[src/rtl/fm_pkg.sv]
// Shared FM synthesizer definitions: operator/channel counts, op->channel map,
// and the operator sequencer state encoding.
package fm_pkg;

  localparam int NUM_OPS = 36;
  localparam int NUM_CH  = NUM_OPS / 2;
  localparam int IDX_W   = 6;
  localparam int CH_W    = 5;

  typedef enum logic {
    IDLE = 1'b0,
    RUN  = 1'b1
  } seq_state_t;

  // Two operators per channel: operator i belongs to channel i>>1.
  function automatic logic [CH_W-1:0] op_ch(input logic [IDX_W-1:0] op);
    return op[IDX_W-1:1];
  endfunction

endpackage

[src/rtl/fm_op_pending.sv]
// Per-operator pending flag array: vector set, indexed clear, indexed read.
// A set and a clear of the same bit in one cycle leaves the bit set.
module fm_op_pending
  import fm_pkg::*;
#(
  parameter int                 N_FLAGS = NUM_OPS,
  parameter logic [N_FLAGS-1:0] RST_VAL = '0
) (
  input  logic               clk,
  input  logic               reset,
  input  logic [N_FLAGS-1:0] set_vec,
  input  logic               clr,
  input  logic [IDX_W-1:0]   clr_idx,
  input  logic [IDX_W-1:0]   rd_idx,
  output logic               rd
);

  localparam logic [IDX_W-1:0] LIMIT = IDX_W'(N_FLAGS);

  logic [N_FLAGS-1:0] flags;
  logic [N_FLAGS-1:0] clr_mask;

  always_comb begin
    clr_mask = '0;
    if (clr && (clr_idx < LIMIT)) clr_mask[clr_idx] = 1'b1;
  end

  always_ff @(posedge clk) begin
    if (reset) flags <= RST_VAL;
    else       flags <= (flags & ~clr_mask) | set_vec;
  end

  assign rd = (rd_idx < LIMIT) ? flags[rd_idx] : 1'b0;

endmodule

[src/rtl/fm_op_seq.sv]
// Operator time-slot sequencer: walks all operators once per sample tick and
// delivers key-on restarts and operator resets in each operator's own slot.
// Optional sticky overrun flag under FM_SEQ_OVERRUN_EN.
module fm_op_seq #(
  parameter int NUM_OPS     = fm_pkg::NUM_OPS,
  parameter int SLOT_CYCLES = 4
) (
  input  logic                 clk,
  input  logic                 reset,
  input  logic                 sample_tick,
  input  logic [NUM_OPS/2-1:0] kon,
  input  logic                 op_reset_req,
  input  logic [5:0]           op_reset_idx,
  output logic [5:0]           op_sel,
  output logic                 next,
  output logic                 restart,
  output logic                 op_reset,
  output logic                 kon_op,
  output logic                 busy,
  output logic                 done
`ifdef FM_SEQ_OVERRUN_EN
  ,
  output logic                 overrun
`endif
);

  localparam int              NUM_CH    = NUM_OPS / 2;
  localparam int              SC_W      = $clog2(SLOT_CYCLES);
  localparam logic [SC_W-1:0] SLOT_LAST = SC_W'(SLOT_CYCLES - 1);
  localparam logic [5:0]      OP_LAST   = 6'(NUM_OPS - 1);

  fm_pkg::seq_state_t state;
  logic [SC_W-1:0]    slot_cnt;
  logic [NUM_CH-1:0]  kon_q;
  logic [NUM_CH-1:0]  rise_q;
  logic [NUM_OPS-1:0] restart_set;
  logic [NUM_OPS-1:0] reset_set;
  logic               restart_rd;
  logic               reset_rd;

  assign next = busy && (slot_cnt == SLOT_LAST);

  always_ff @(posedge clk) begin
    if (reset) begin
      state    <= fm_pkg::IDLE;
      op_sel   <= '0;
      slot_cnt <= '0;
      busy     <= 1'b0;
      done     <= 1'b0;
    end else begin
      done <= 1'b0;
      case (state)
        fm_pkg::IDLE: begin
          if (sample_tick) begin
            state    <= fm_pkg::RUN;
            busy     <= 1'b1;
            op_sel   <= '0;
            slot_cnt <= '0;
          end
        end
        fm_pkg::RUN: begin
          // A tick arriving here is ignored; the pass always runs to the end.
          if (slot_cnt == SLOT_LAST) begin
            slot_cnt <= '0;
            if (op_sel == OP_LAST) begin
              state  <= fm_pkg::IDLE;
              busy   <= 1'b0;
              op_sel <= '0;
              done   <= 1'b1;
            end else begin
              op_sel <= op_sel + 6'd1;
            end
          end else begin
            slot_cnt <= slot_cnt + 1'b1;
          end
        end
        default: state <= fm_pkg::IDLE;
      endcase
    end
  end

  // Rising key-on edges are registered once more, giving a two-cycle
  // kon-to-pending latency.
  always_ff @(posedge clk) begin
    if (reset) begin
      kon_q  <= '0;
      rise_q <= '0;
    end else begin
      kon_q  <= kon;
      rise_q <= kon & ~kon_q;
    end
  end

  always_comb begin
    restart_set = '0;
    reset_set   = '0;
    for (int i = 0; i < NUM_OPS; i++) begin
      restart_set[i] = rise_q[i/2];
      reset_set[i]   = op_reset_req && (op_reset_idx == 6'(i));
    end
  end

  fm_op_pending #(
    .N_FLAGS (NUM_OPS),
    .RST_VAL ({NUM_OPS{1'b0}})
  ) u_restart_pend (
    .clk     (clk),
    .reset   (reset),
    .set_vec (restart_set),
    .clr     (next),
    .clr_idx (op_sel),
    .rd_idx  (op_sel),
    .rd      (restart_rd)
  );

  // Reset flags come up all set so the first pass initialises every operator.
  fm_op_pending #(
    .N_FLAGS (NUM_OPS),
    .RST_VAL ({NUM_OPS{1'b1}})
  ) u_reset_pend (
    .clk     (clk),
    .reset   (reset),
    .set_vec (reset_set),
    .clr     (next),
    .clr_idx (op_sel),
    .rd_idx  (op_sel),
    .rd      (reset_rd)
  );

  assign restart  = busy & restart_rd;
  assign op_reset = busy & reset_rd;
  assign kon_op   = kon[fm_pkg::op_ch(op_sel)];

`ifdef FM_SEQ_OVERRUN_EN
  always_ff @(posedge clk) begin
    if (reset)                    overrun <= 1'b0;
    else if (sample_tick && busy) overrun <= 1'b1;
  end
`endif

endmodule

[config.mk]
export PLATFORM = sky130hd
export DESIGN_NAME = fm_op_seq
export DESIGN_NICKNAME = d
export VERILOG_FILES = /design/src/rtl/fm_pkg.sv /design/src/rtl/fm_op_pending.sv /design/src/rtl/fm_op_seq.sv
export SDC_FILE = /design/constraint.sdc
export NUM_CORES = 1
export LEC_CHECK = 0
export CAP_MARGIN = 20
export CORE_ASPECT_RATIO = 1.2
export CORE_MARGIN = 2
export CORE_UTILIZATION = 30
export CTS_CLUSTER_DIAMETER = 120
export CTS_CLUSTER_SIZE = 14
export DETAILED_ROUTE_END_ITERATION = 6
export PLACE_DENSITY = 0.57
export SLEW_MARGIN = 20
export SYNTH_ARGS = -nofsm -noshare
export SYNTH_HDL_FRONTEND = slang
export SYNTH_SLANG_ARGS = --single-unit
[constraint.sdc]
create_clock -name clk -period 2.5 [get_ports clk]
set_clock_uncertainty 0.15 [all_clocks]
set_input_delay 0.25 -clock clk [delete_from_list [all_inputs] [get_ports clk]]
set_output_delay 0.25 -clock clk [all_outputs]
set_load 0.02 [all_outputs]
==> run summary <==
status: complete, but fails checks
failing checks: setup timing
antenna violations before repair: 0
R2R Path End: u_reset_pend.flags[31]$_SDFF_PP1_
Final setup viols: 3
Arr. time, crit path: 2.31 ns
asr flop ratio synth: 0
total core area: 0.0157 mm2
Seq/Total Area, Yosys: 0.493
Hold Crit Depth: 2
die height: 143 um
Worst Setup End Kind: output port
cell taking the most area after synthesis: dfxtp_1
internal power: 0.00370 W
combined buffer and inverter count along the critical path: 3
Area contributors post-synth: dfxtp_1, a221o_1, nor2b_1
vias per std cell: 5.08
nets@finish: 604
Slew headroom: 0.565
synth warn: 0
CTS Sinks: 119
I/O Buffers: 39
hold_sp: reset
startpoint types: flop
hold crit path type: in -> reg
Synth Instances: 491
max-cap violations: 0
max incr delay on CP: 0.48 ns
clk root buf: clkbuf_16
Clock Tree Buf Depth: 2
clk slew on worst S/H paths: 0.05 ns
clock tree from TritonCTS: yes
initial drt markers: 248
post-synthesis net count: 521
num ports: 40
CTS H-tree lvls: 4
power per cell area: 725 mW/mm2
Worst R2R Setup Slack: 0.36 ns
Final period util: 1.09
DP HPWL: 9.90 mm
DR vias: 4037
wire per inst: 17.3 um
Post-DP Area: 0.00570 mm2
multi-input combinational cell area: 0.00236 mm2
Netlist Area Pre-Place: 0.00483 mm2
worst vdd ir: 0.317 mV
DR DRC count: 0
Distinct cells, synth: 52
Total GRT Usage: 0.167
CTS buffer count: 17
Routed Antenna Nets: 0
register area: 0.00239 mm2
worst r2r src: op_sel[1]$_SDFFE_PP0P_
P&R area growth vs syn: 34.3%
fill count: 1476
post-route cell area: 0.00649 mm2
Setup CP Type: reg -> out
total power: 0.00471 W
Clk pwr share: 0.509
most frequent cells in the layout: dfxtp_1, nor2_1, nand2_1
Max Clk Rate: 369 MHz
Synth Flop Type: dfxtp_1
CP Max Fanout: 8
RSZ-0062 raised after global routing: true
leading cell type in the layout, fill and taps excluded: dfxtp_1
Worst path depth: 8
post-route minimum period: 2.71 ns
worst-skew pair later-pin latency: 0.41 ns
Sw Ratio: 0.214
GPL Wtd Cong: 0.956
detailed-route wire length: 13.7 mm
global-route wire length before repair: 21.9 mm
Yosys top cell area share: 0.493
synthesized flop and latch total: 119
share of cells above drive strength 1: 0.198
die width: 120 um
Final Hold Fails: 0
worst path required time: 2.10 ns
die area: 0.0172 mm2
fin worst setup slack: -0.213 ns
cells along the critical path: buf_12 > buf_16 > nand2b_4 > mux4_2 > o211ai_1 > nand3_1 > a31oi_2 > buf_4
sequential power share: 0.428
Slew Limit Fails: 0
DR pass1 iterations: 7
largest net degree at the start of global routing: 76
Remaining Overflow, GRT: 0
CP max stage cell: mux4_2
P_leak: 2.38 nW
CP top delay family: multiplexers
Psw: 0.00101 W
syn avg cell area: 9.85 um2
EDFF count, synth: 0
Worst-Margin Slew: 0.646 ns
Hold Path End: slot_cnt[0]$_SDFFE_PP0P_
combinational share of power: 0.063
# rows: 50
n_diodes: 0
r2r worst-path depth: 7
vias in the first global route: 4058
Initial Util: 0.308
[how the worst max path moves through the flow]
stage,startpoint,end,slack [ns]
final,op_sel[1]$_SDFFE_PP0P_,op_reset,-0.21
after global routing,op_sel[1]$_SDFFE_PP0P_,op_reset,-0.29
after CTS,op_sel[1]$_SDFFE_PP0P_,op_reset,-0.23
after detailed placement,op_sel[1]$_SDFFE_PP0P_,restart,-0.36
after global placement,op_sel[1]$_SDFFE_PP0P_,restart,-0.32
after floorplan,op_sel[1]$_SDFFE_PP0P_,kon_op,0.26
[cell families after synthesis]
kind of cell / synth area share
compound gates: 0.161
xor+xnor: 0.00906
fa+ha+maj: 0.00518
buf+inv: 0.0334
flops: 0.493
mux: 0.0914
simple gates: 0.207
[area by class of cell]
type,count,share of cell area
sequential,119,0.368
multi-input combinational,339,0.363
timing repair buffer,92,0.136
clock buffer,22,0.0700
tap,208,0.0401
clock inverter,10,0.0197
inverter,5,0.00289
[stage by stage]
step,TNS (ns),setup WS [ns],hold slack (ns),cells,util
after CTS,-0.671,-0.233,0.132,788,0.407
after global routing,-0.748,-0.290,0.175,795,0.413
final,-0.503,-0.213,0.123,795,0.413
after detailed placement,-0.964,-0.358,0.221,750,0.363
after floorplan,0,0.256,0.179,491,-
after global placement,-0.927,-0.316,0.222,750,0.363
[worst register-to-register path: stages (launching register included)]
cell	delay [ns]
dfxtp_4	0.45
buf_8	0.17
buf_12	0.13
inv_2	0.04
buf_4	0.15
nor2_1	0.39
nand2_1	0.19
a221o_1	0.37
[repair_timing]
| item | in CTS | in global routing |
|---|---|---|
| endpoints found under the hold margin | 0 | 0 |
| cloned | 1 | 0 |
| gates resized for setup | 25 | 13 |
| pin swaps | 2 | 7 |
| hold buffers | 0 | 0 |
| buffers inserted | 5 | 7 |
| setup endpoints to repair | 3 | 3 |
[synth_stat cells (3+ instances only)]
cell,number
inv_1,3
nor2_1,62
xnor2_1,3
nor3_1,5
and3_1,4
a221o_1,36
and2_1,5
clkbuf_1,8
mux2_1,4
nor3b_1,6
nand2_1,48
buf_1,6
nand3_1,5
o2bb2ai_1,3
buf_2,9
mux2i_1,13
nor2b_1,46
nor3_2,3
buf_4,3
o21ai_0,4
a221oi_1,5
a21oi_1,40
dfxtp_1,119
mux4_2,9
nand2b_1,5
[routing by layer]
layer,part of all wire,track usage,up-vias
met2,0.50,0.288,169
li1,-,-,1940
met5,0,0,-
met1,0.43,0.200,1907
met4,0.016,0.0638,0
met3,0.058,0.0419,21
[state kept, by name, summed over array words and instances (netlist names)]
register / cells
u_reset_pend.flags: 36
rise_q: 18
slot_cnt: 2
kon_q: 18
op_sel: 6
busy: 1
state: 1
u_restart_pend.flags: 36
done: 1
[power by group through the flow]
stage	sequential (W)	clock, W	combinational, W
6_report	0.00201	0.00240	0.000296
5_1_grt	0.00202	0.00253	0.000325
4_1_cts	0.00201	0.00242	0.000295
3_5_place_dp	0.00205	0	0.000291
3_3_place_gp	0.00205	0	0.000286
2_1_floorplan	0.00204	0	0.000168
No activity file was read; power rests on OpenSTA's default activity.
